--- src/rtl/token_rr_merge_pkg.sv ---
// Shared helpers for the token round-robin merge: source-index width sizing.
package token_rr_merge_pkg;

  function automatic int src_width(input int n);
    return (n <= 2) ? 1 : $clog2(n);
  endfunction

endpackage

--- src/rtl/token_rr_merge_rr_pick.sv ---
// Rotate-priority encoder: first asserted request at or after ptr, wrapping mod N.
module rr_pick
  import token_rr_merge_pkg::*;
#(
  parameter int N  = 4,
  parameter int SW = src_width(N)
) (
  input  logic [N-1:0]  req,
  input  logic [SW-1:0] ptr,
  output logic          any,
  output logic [SW-1:0] grant
);

  assign any = |req;

  // Scan offsets from farthest to nearest so the nearest request wins.
  always_comb begin
    int unsigned idx;
    idx   = 0;
    grant = '0;
    for (int unsigned k = N; k > 0; k--) begin
      idx = 32'(ptr) + k - 1;
      if (idx >= N) idx = idx - N;
      if (req[idx]) grant = SW'(idx);
    end
  end

endmodule

--- src/rtl/token_rr_merge.sv ---
// Round-robin merge of NUM_IN token streams with per-source saturating transfer counters.
module token_rr_merge
  import token_rr_merge_pkg::*;
#(
  parameter int NUM_IN    = 4,
  parameter int CNT_WIDTH = 16,
  parameter int SRC_W     = src_width(NUM_IN)
) (
  input  logic                 CLK,
  input  logic                 RST,
  input  logic [NUM_IN-1:0]    IN_EMPTY_N,
  output logic [NUM_IN-1:0]    IN_DEQ,
  input  logic                 OUT_FULL_N,
  output logic                 OUT_ENQ,
  output logic [SRC_W-1:0]     OUT_SRC,
  input  logic                 CLR,
  input  logic [SRC_W-1:0]     CNT_SEL,
  output logic [CNT_WIDTH-1:0] CNT_VALUE
);

  logic [SRC_W-1:0]     r_ptr;
  logic [CNT_WIDTH-1:0] r_cnt [NUM_IN];
  logic [CNT_WIDTH-1:0] r_cnt_value;
  logic                 w_any;
  logic [SRC_W-1:0]     w_grant;
  logic                 w_xfer;

  rr_pick #(
    .N  (NUM_IN),
    .SW (SRC_W)
  ) u_pick (
    .req   (IN_EMPTY_N),
    .ptr   (r_ptr),
    .any   (w_any),
    .grant (w_grant)
  );

  assign w_xfer = RST && !CLR && OUT_FULL_N && w_any;

  always_comb begin
    IN_DEQ  = '0;
    OUT_ENQ = 1'b0;
    OUT_SRC = '0;
    if (w_xfer) begin
      IN_DEQ  = NUM_IN'(1) << w_grant;
      OUT_ENQ = 1'b1;
      OUT_SRC = w_grant;
    end
  end

  always_ff @(posedge CLK) begin
    if (!RST || CLR) begin
      r_ptr <= '0;
      for (int unsigned i = 0; i < NUM_IN; i++) r_cnt[i] <= '0;
    end else if (w_xfer) begin
      r_ptr <= (w_grant == SRC_W'(NUM_IN - 1)) ? '0 : w_grant + 1'b1;
      if (r_cnt[w_grant] != '1) r_cnt[w_grant] <= r_cnt[w_grant] + 1'b1;
    end
  end

  // Read mux samples the pre-update counter; CLR does not blank the read.
  always_ff @(posedge CLK) begin
    if (!RST)
      r_cnt_value <= '0;
    else if (32'(CNT_SEL) < NUM_IN)
      r_cnt_value <= r_cnt[CNT_SEL];
    else
      r_cnt_value <= '0;
  end

  assign CNT_VALUE = r_cnt_value;

`ifndef SYNTHESIS
  always_ff @(posedge CLK) begin
    if (RST) begin
      assert ((IN_DEQ & ~IN_EMPTY_N) == '0) else $error("dequeue from empty input");
      assert (!(OUT_ENQ && !OUT_FULL_N)) else $error("enqueue into full output");
      assert ($onehot0(IN_DEQ)) else $error("dequeue not one-hot");
    end
  end
`endif

endmodule

--- config.mk ---
export PLATFORM = sky130hd
export DESIGN_NAME = token_rr_merge
export DESIGN_NICKNAME = d
export VERILOG_FILES = /design/src/rtl/token_rr_merge_pkg.sv /design/src/rtl/token_rr_merge_rr_pick.sv /design/src/rtl/token_rr_merge.sv
export SDC_FILE = /design/constraint.sdc
export NUM_CORES = 1
export LEC_CHECK = 0
export ABC_AREA = 1
export CAP_MARGIN = 10
export CORE_AREA = 2 2 111 140
export CTS_CLUSTER_DIAMETER = 60
export DETAILED_ROUTE_END_ITERATION = 8
export DIE_AREA = 0 0 113 142
export HOLD_SLACK_MARGIN = 0.08
export SYNTH_ARGS = -nofsm -noshare
export SYNTH_HDL_FRONTEND = slang
export SYNTH_SLANG_ARGS = --single-unit
--- constraint.sdc ---
create_clock -name CLK -period 6.7 [get_ports CLK]
set_clock_uncertainty 0.1 [all_clocks]
set_input_delay 1.34 -clock CLK [delete_from_list [all_inputs] [get_ports CLK]]
set_output_delay 1.34 -clock CLK [all_outputs]
set_load 0.01 [all_outputs]
Word-level counts from Yosys, hierarchy flattened
Memories as Yosys holds them, arrays and structs flattened. A register that Yosys moved wholly into a read port is not among the register bits.
Cells that the tools add are included.
{"block": "totals", "regBits": 2, "latch_bits": 0, "ram_bits": 64, "romBits": 0, "in_bits": 10, "output_inout_bits": 23, "elab_cells": 65, "mem_count": 1}
{"memory": "r_cnt", "words": 4, "word_bits": 16, "rd": 2, "rd_ports_with_merged_regs": 1, "wr": 4, "line": "token_rr_merge.sv:22", "source": "logic [CNT_WIDTH-1:0] r_cnt [NUM_IN];"}
{"block": "classes", "add_sub_neg": 14, "n_mul": 0, "div_mod_pow": 0, "magnitude_cmp": 8, "n_eq_ne": 2, "shifts": 1, "n_mux": 29, "bitwise": 0, "n_reduce_logical": 9}
{"cell": "greater-or-equal comparator 32 x 3 -> 1 bit, second input constant", "n": 4}
{"cell": "less-than comparator 32 x 3 -> 1 bit, second input constant", "n": 4}
{"cell": "two-way mux 32 bit", "n": 4}
{"cell": "subtractor 32 x 1 -> 32 bit, second input constant", "n": 4}
{"cell": "subtractor 32 x 3 -> 32 bit, second input constant", "n": 4}
{"cell": "adder 16 x 1 -> 16 bit, second input constant", "n": 1}
{"cell": "two-way mux 16 bit", "n": 1}
{"cell": "!= test 16 bit, second input constant", "n": 1}
{"cell": "OR reduction 16 bit", "n": 1}
{"cell": "two-way mux 2 bit", "n": 7}
{"cell": "two-way mux 1 bit", "n": 12}
{"cell": "binary-select mux 1 bit (select 2 bit)", "n": 4}
{"cell": "adder 2 x 2 -> 3 bit, second input constant", "n": 2}
{"cell": "adder 2 x 3 -> 4 bit, second input constant", "n": 1}
{"cell": "two-way mux 4 bit", "n": 1}
{"cell": "OR reduction 4 bit", "n": 1}
{"cell": "<< shifter 1 x 2 -> 4 bit, first input constant", "n": 1}
{"cell": "adder 2 x 1 -> 3 bit, second input constant", "n": 1}
{"cell": "logical AND 1 bit", "n": 3}
{"cell": "zero test 1 bit", "n": 3}
{"cell": "adder 2 x 1 -> 2 bit, second input constant", "n": 1}
{"cell": "equality test 2 bit, second input constant", "n": 1}
{"cell": "logical OR 1 bit", "n": 1}

Longest topological paths before layout
An unclocked memory read counts as a cell.
{"block": "depth", "word_depth": 18, "mapped_depth": 25, "depth_no_buf": 22}

By module
Synthesis repeated with hierarchy kept, for this count alone.
{"block": "unflattened", "hier_cells": 608, "area_unflattened_um2": 4714.5}
{"module": "token_rr_merge", "instances": 1, "cells_per_inst": 562, "area_each_um2": 4525.6, "seq_area_each_um2": 2282.2}
{"module": "rr_pick", "instances": 1, "cells_per_inst": 46, "area_each_um2": 188.9, "seq_area_each_um2": 0.0}

Least setup slack after synthesis
OpenSTA, ideal clock, no wires.
{"block": "synth_timing", "path_type": "input port to flip-flop", "start": "input IN_EMPTY_N[1]", "end": "memory r_cnt[3][0] (enable)", "setup_time_ps": 388, "t_arrival_ps": 3999, "slack_ps": 2212, "stages": 21, "cell_sequence": "inv_1 -> nand2_1 -> nand3_1 -> nand2_1 -> nand3_2 -> nand3_2 -> buf_6 -> buf_4 -> buf_6 -> nand3_1 -> nand3_1 -> nand2_2 -> clkinv_2 -> ha_1 -> nand2_1 -> nor2_1 -> nand2_2 -> nor2_1 -> nor2_2 -> nor2_1 -> nor2_1"}
{"item": "start, declared", "line": "token_rr_merge.sv:11", "source": "input logic [NUM_IN-1:0] IN_EMPTY_N,"}
{"item": "end, declared", "line": "token_rr_merge.sv:22"}

Worst setup path in the final report
{"block": "layout_timing", "start": "input IN_EMPTY_N[1]", "end": "output IN_DEQ[0]"}
{"block": "layout_between", "elab_chain_cells": 8}
{"item": "binary-select mux 1 bit (select 2 bit)", "line": "token_rr_merge_rr_pick.sv:24", "source": "if (req[idx]) grant = SW'(idx);"}
{"item": "two-way mux 1 bit (not written as such)", "line": "token_rr_merge_rr_pick.sv:24"}
{"item": "two-way mux 2 bit (4 in series)", "line": "token_rr_merge_rr_pick.sv:24"}
{"item": "<< shifter 1 x 2 -> 4 bit", "line": "token_rr_merge.sv:45", "source": "IN_DEQ = NUM_IN'(1) << w_grant;"}
{"item": "two-way mux 4 bit (*)", "line": "token_rr_merge.sv:44", "source": "if (w_xfer) begin"}
{"item": "end, declared", "line": "token_rr_merge.sv:12", "source": "output logic [NUM_IN-1:0] IN_DEQ,"}
Every way passes the cells marked *; elsewhere a longest branch is shown, timed or not. The select of a mux whose other input is x is not followed.

==> impl_results.md <==
- Post-Syn Nets: 690
- TritonCTS sink count: 82
- Peak Freq: 186 MHz
- Remaining DRCs: 0
- Iteration-0 DRC Markers: 332
- Total of flip-flops plus latches after synthesis: 82
- Post-synthesis area per instance: 7.69 µm²
- Setup repair after global routing missed its margin: no
- Detailed-route vias per instance: 5.22
- Global-route wire length before repair: 22.9 mm
- Die Area: 16000 µm²
- Leading cell types by total area after synthesis: edfxtp_1 37%, nand2_1 12%, nand3_1 8.6%
- Worst hold path type: flip-flop to flip-flop
- Nets@finish: 707
- Unique masters post-synth: 32
- Sequential share of the synthesized area: 44.0%
- Cell with the largest stage delay on the worst path: clkdlybuf4s50_1
- Initial antenna violation count: 0
- Via count of the first global-routing pass: 4455
- Number of filler cells placed in the layout: 1546
- Post-detailed-route wirelength per cell: 16.1 µm
- Area added between synthesis and finish: 12.0%
- Number of warnings printed during yosys synthesis: 0
- Detail Placement HPWL: 9.30 mm
- Cell count after placement: 863
- Count of final max-slew check failures: 0
- TritonCTS clock tree: yes
- Clock Latency Late Sink: 350 ps
- CTS Hold Bufs: 0
- Largest driver fanout on the critical path: 26
- Worst Hold Path Cells: 2
- # rows: 50
- Port buffer count: 32
- Max cap viols: 0
- Library cell occupying the most area in the post-synthesis netlist: edfxtp_1
- Final period utilization: 80.4%
- Post-synthesis instance area: 5190 µm²
- I/O pin total: 33
- CTS Buffer Depth: 2
- Outcome: completed
- Number of vias after detailed routing: 4590
- Areal power density over the cells: 244 nW/µm²
- # H-tree levels: 3
- Category of the worst setup path capture point: output port
- Required time of the critical path: 5260 ps
- Proportion of netlist area held by the largest area contributor: 37.0%
- Cell-by-cell trace of the critical path: clkdlybuf4s50_1, inv_1, nand2_1, nand3_1, nand2_1, inv_2, nand2_1, nand2_2, nand2_2, inv_1, ha_1, inv_1, nor2_1, clkdlybuf4s50_1
- Final cell count without fillers: 879
- Cell chosen for the clock root: clkbuf_16
- Clock slew at the register clock pins of the worst setup and hold paths: 60 ps
- Routed Antenna Nets: 0
- Overall die width: 113 µm
- Largest vdd supply drop: 0.000106 V
- Slew of the pin with the lowest slew margin: 1010 ps
- Critical path startpoint category: input port
- Hold WS: 493 ps
- Max-slew headroom: 32.8%
- Num CTS Buffers: 9
- Post-CTS sizing: 0
- Post-CTS repair timing setup buffer count: 0
- Starting Density: 35.2%
- Clock period minus worst slack: 5390 ps
- Count of final setup violators: 0
- Critical Setup Path Class: input port to output port
- Detailed-route wire length: 14.1 mm
- Maximum number of pins on one net before global-route repair: 58
- CORE AREA: 14800 µm²
- Worst reg-to-reg path cell count: 19
- Global-route usage over all layers: 18.2%
- Routability congestion estimate: 0.873
- Synthesized instance count: 675
- Max incr delay on CP: 550 ps
- Leakage power summed over all cells: 2.42 nW
- Total negative slack for setup checks: 0 ps
- Total inserted antenna cells: 0
- Number of iterations in the first detailed-routing pass: 5
- Die height: 142 µm
- Arrival time worst endpoint: 3950 ps
- Overflow left after global routing: 0
- Share of final-layout standard cells stronger than drive strength 1: 8.75%
- Minimum setup slack among reg-to-reg paths: 2150 ps
- Hold Violations, Final: 0
[kinds of logic after synthesis]
family          share of synthesized area (%)
buf+inv                                  10.6
simple gates                             35.0
flops                                    44.0
compound gates                           8.05
fa+ha+maj                                1.21
xor+xnor                                 1.18
[flip-flops by register name, summed over array words and instances, names as in the netlist]
| name | cells |
|---|---|
| CNT_VALUE | 16 |
| r_ptr | 2 |
| r_cnt | 64 |
[worst max-delay path, delay by kind of cell]
family,cells,cell delay [ps]
buf+inv,6,1530
fa+ha+maj,1,200
simple gates,7,880
[cells in the mapped netlist]
| cell type | count |
|---|---|
| a211oi_1 | 1 |
| a21oi_1 | 33 |
| a41oi_1 | 1 |
| buf_1 | 1 |
| buf_2 | 4 |
| buf_4 | 8 |
| buf_6 | 14 |
| clkbuf_1 | 9 |
| clkinv_1 | 2 |
| clkinv_2 | 1 |
| dfxtp_1 | 18 |
| edfxtp_1 | 64 |
| ha_1 | 5 |
| inv_1 | 61 |
| inv_2 | 7 |
| inv_4 | 1 |
| nand2_1 | 161 |
| nand2_2 | 9 |
| nand2_4 | 1 |
| nand3_1 | 89 |
| nand3_2 | 5 |
| nand3b_1 | 17 |
| nand4_1 | 1 |
| nand4_4 | 3 |
| nor2_1 | 104 |
| nor2_2 | 8 |
| nor2_4 | 1 |
| o211ai_1 | 12 |
| o21ai_0 | 23 |
| o21ai_1 | 1 |
| o21ai_2 | 3 |
| xor2_1 | 7 |
[layer usage]
metal	vias up	GRT usage [%]	wire length [µm]
li1	2238	-	-
met1	2193	21.9	5920
met2	127	32.8	7280
met3	32	2.81	548
met4	0	6.74	379
met5	-	0	0
[per-stage QoR]
stage / instance area, µm² / setup WS (ps) / utilization [%] / power, mW
finish: 5810 / 1310 / 39.4 / 1.42
global route: 5810 / 904 / 39.4 / 1.48
CTS: 5810 / 1310 / 39.4 / 1.42
detailed placement: 5530 / 942 / 37.5 / 0.941
global placement: 5530 / 1080 / 37.5 / 0.935
floorplan: 5190 / 2210 / - / 0.855
[final cells by class]
cell class / instances / area, µm² / share of cell area, %
Clock buffer: 12 / 236 / 4.07
Clock inverter: 4 / 42.5 / 0.732
Inverter: 72 / 274 / 4.71
Multi-Input combinational cell: 485 / 2360 / 40.6
Sequential cell: 82 / 2280 / 39.3
Tap cell: 182 / 228 / 3.92
Timing Repair Buffer: 42 / 390 / 6.72
[cells in the final DEF (no fill, tap or decap), drive strengths merged, types with 12 or more instances in the layout]
| cell | count |
|---|---|
| inv | 69 |
| a21oi | 33 |
| dfxtp | 18 |
| nand3b | 17 |
| o21ai | 27 |
| o211ai | 12 |
| edfxtp | 64 |
| clkdlybuf4s50 | 31 |
| nand2 | 171 |
| nand3 | 94 |
| nor2 | 113 |
| clkbuf | 12 |
[power by group]
| group | internal, mW | total [mW] | switching (mW) |
|---|---|---|---|
| logic | 0.102 | 0.328 | 0.226 |
| registers | 0.587 | 0.604 | 0.0173 |
| clock network | 0.286 | 0.486 | 0.199 |
[worst paths after layout]
kind                                     to             startpoint
setup / recovery                  IN_DEQ[0]          IN_EMPTY_N[1]
hold / removal      CNT_VALUE[5]$_SDFF_PN0_  r_cnt[3][5]$_DFFE_PP_
setup reg to reg  r_cnt[2][6]$_SDFFCE_PN0P_  r_ptr[0]$_SDFFE_PP0P_
hold reg to reg     CNT_VALUE[5]$_SDFF_PN0_  r_cnt[3][5]$_DFFE_PP_
Power figures use the tool's default switching activity.
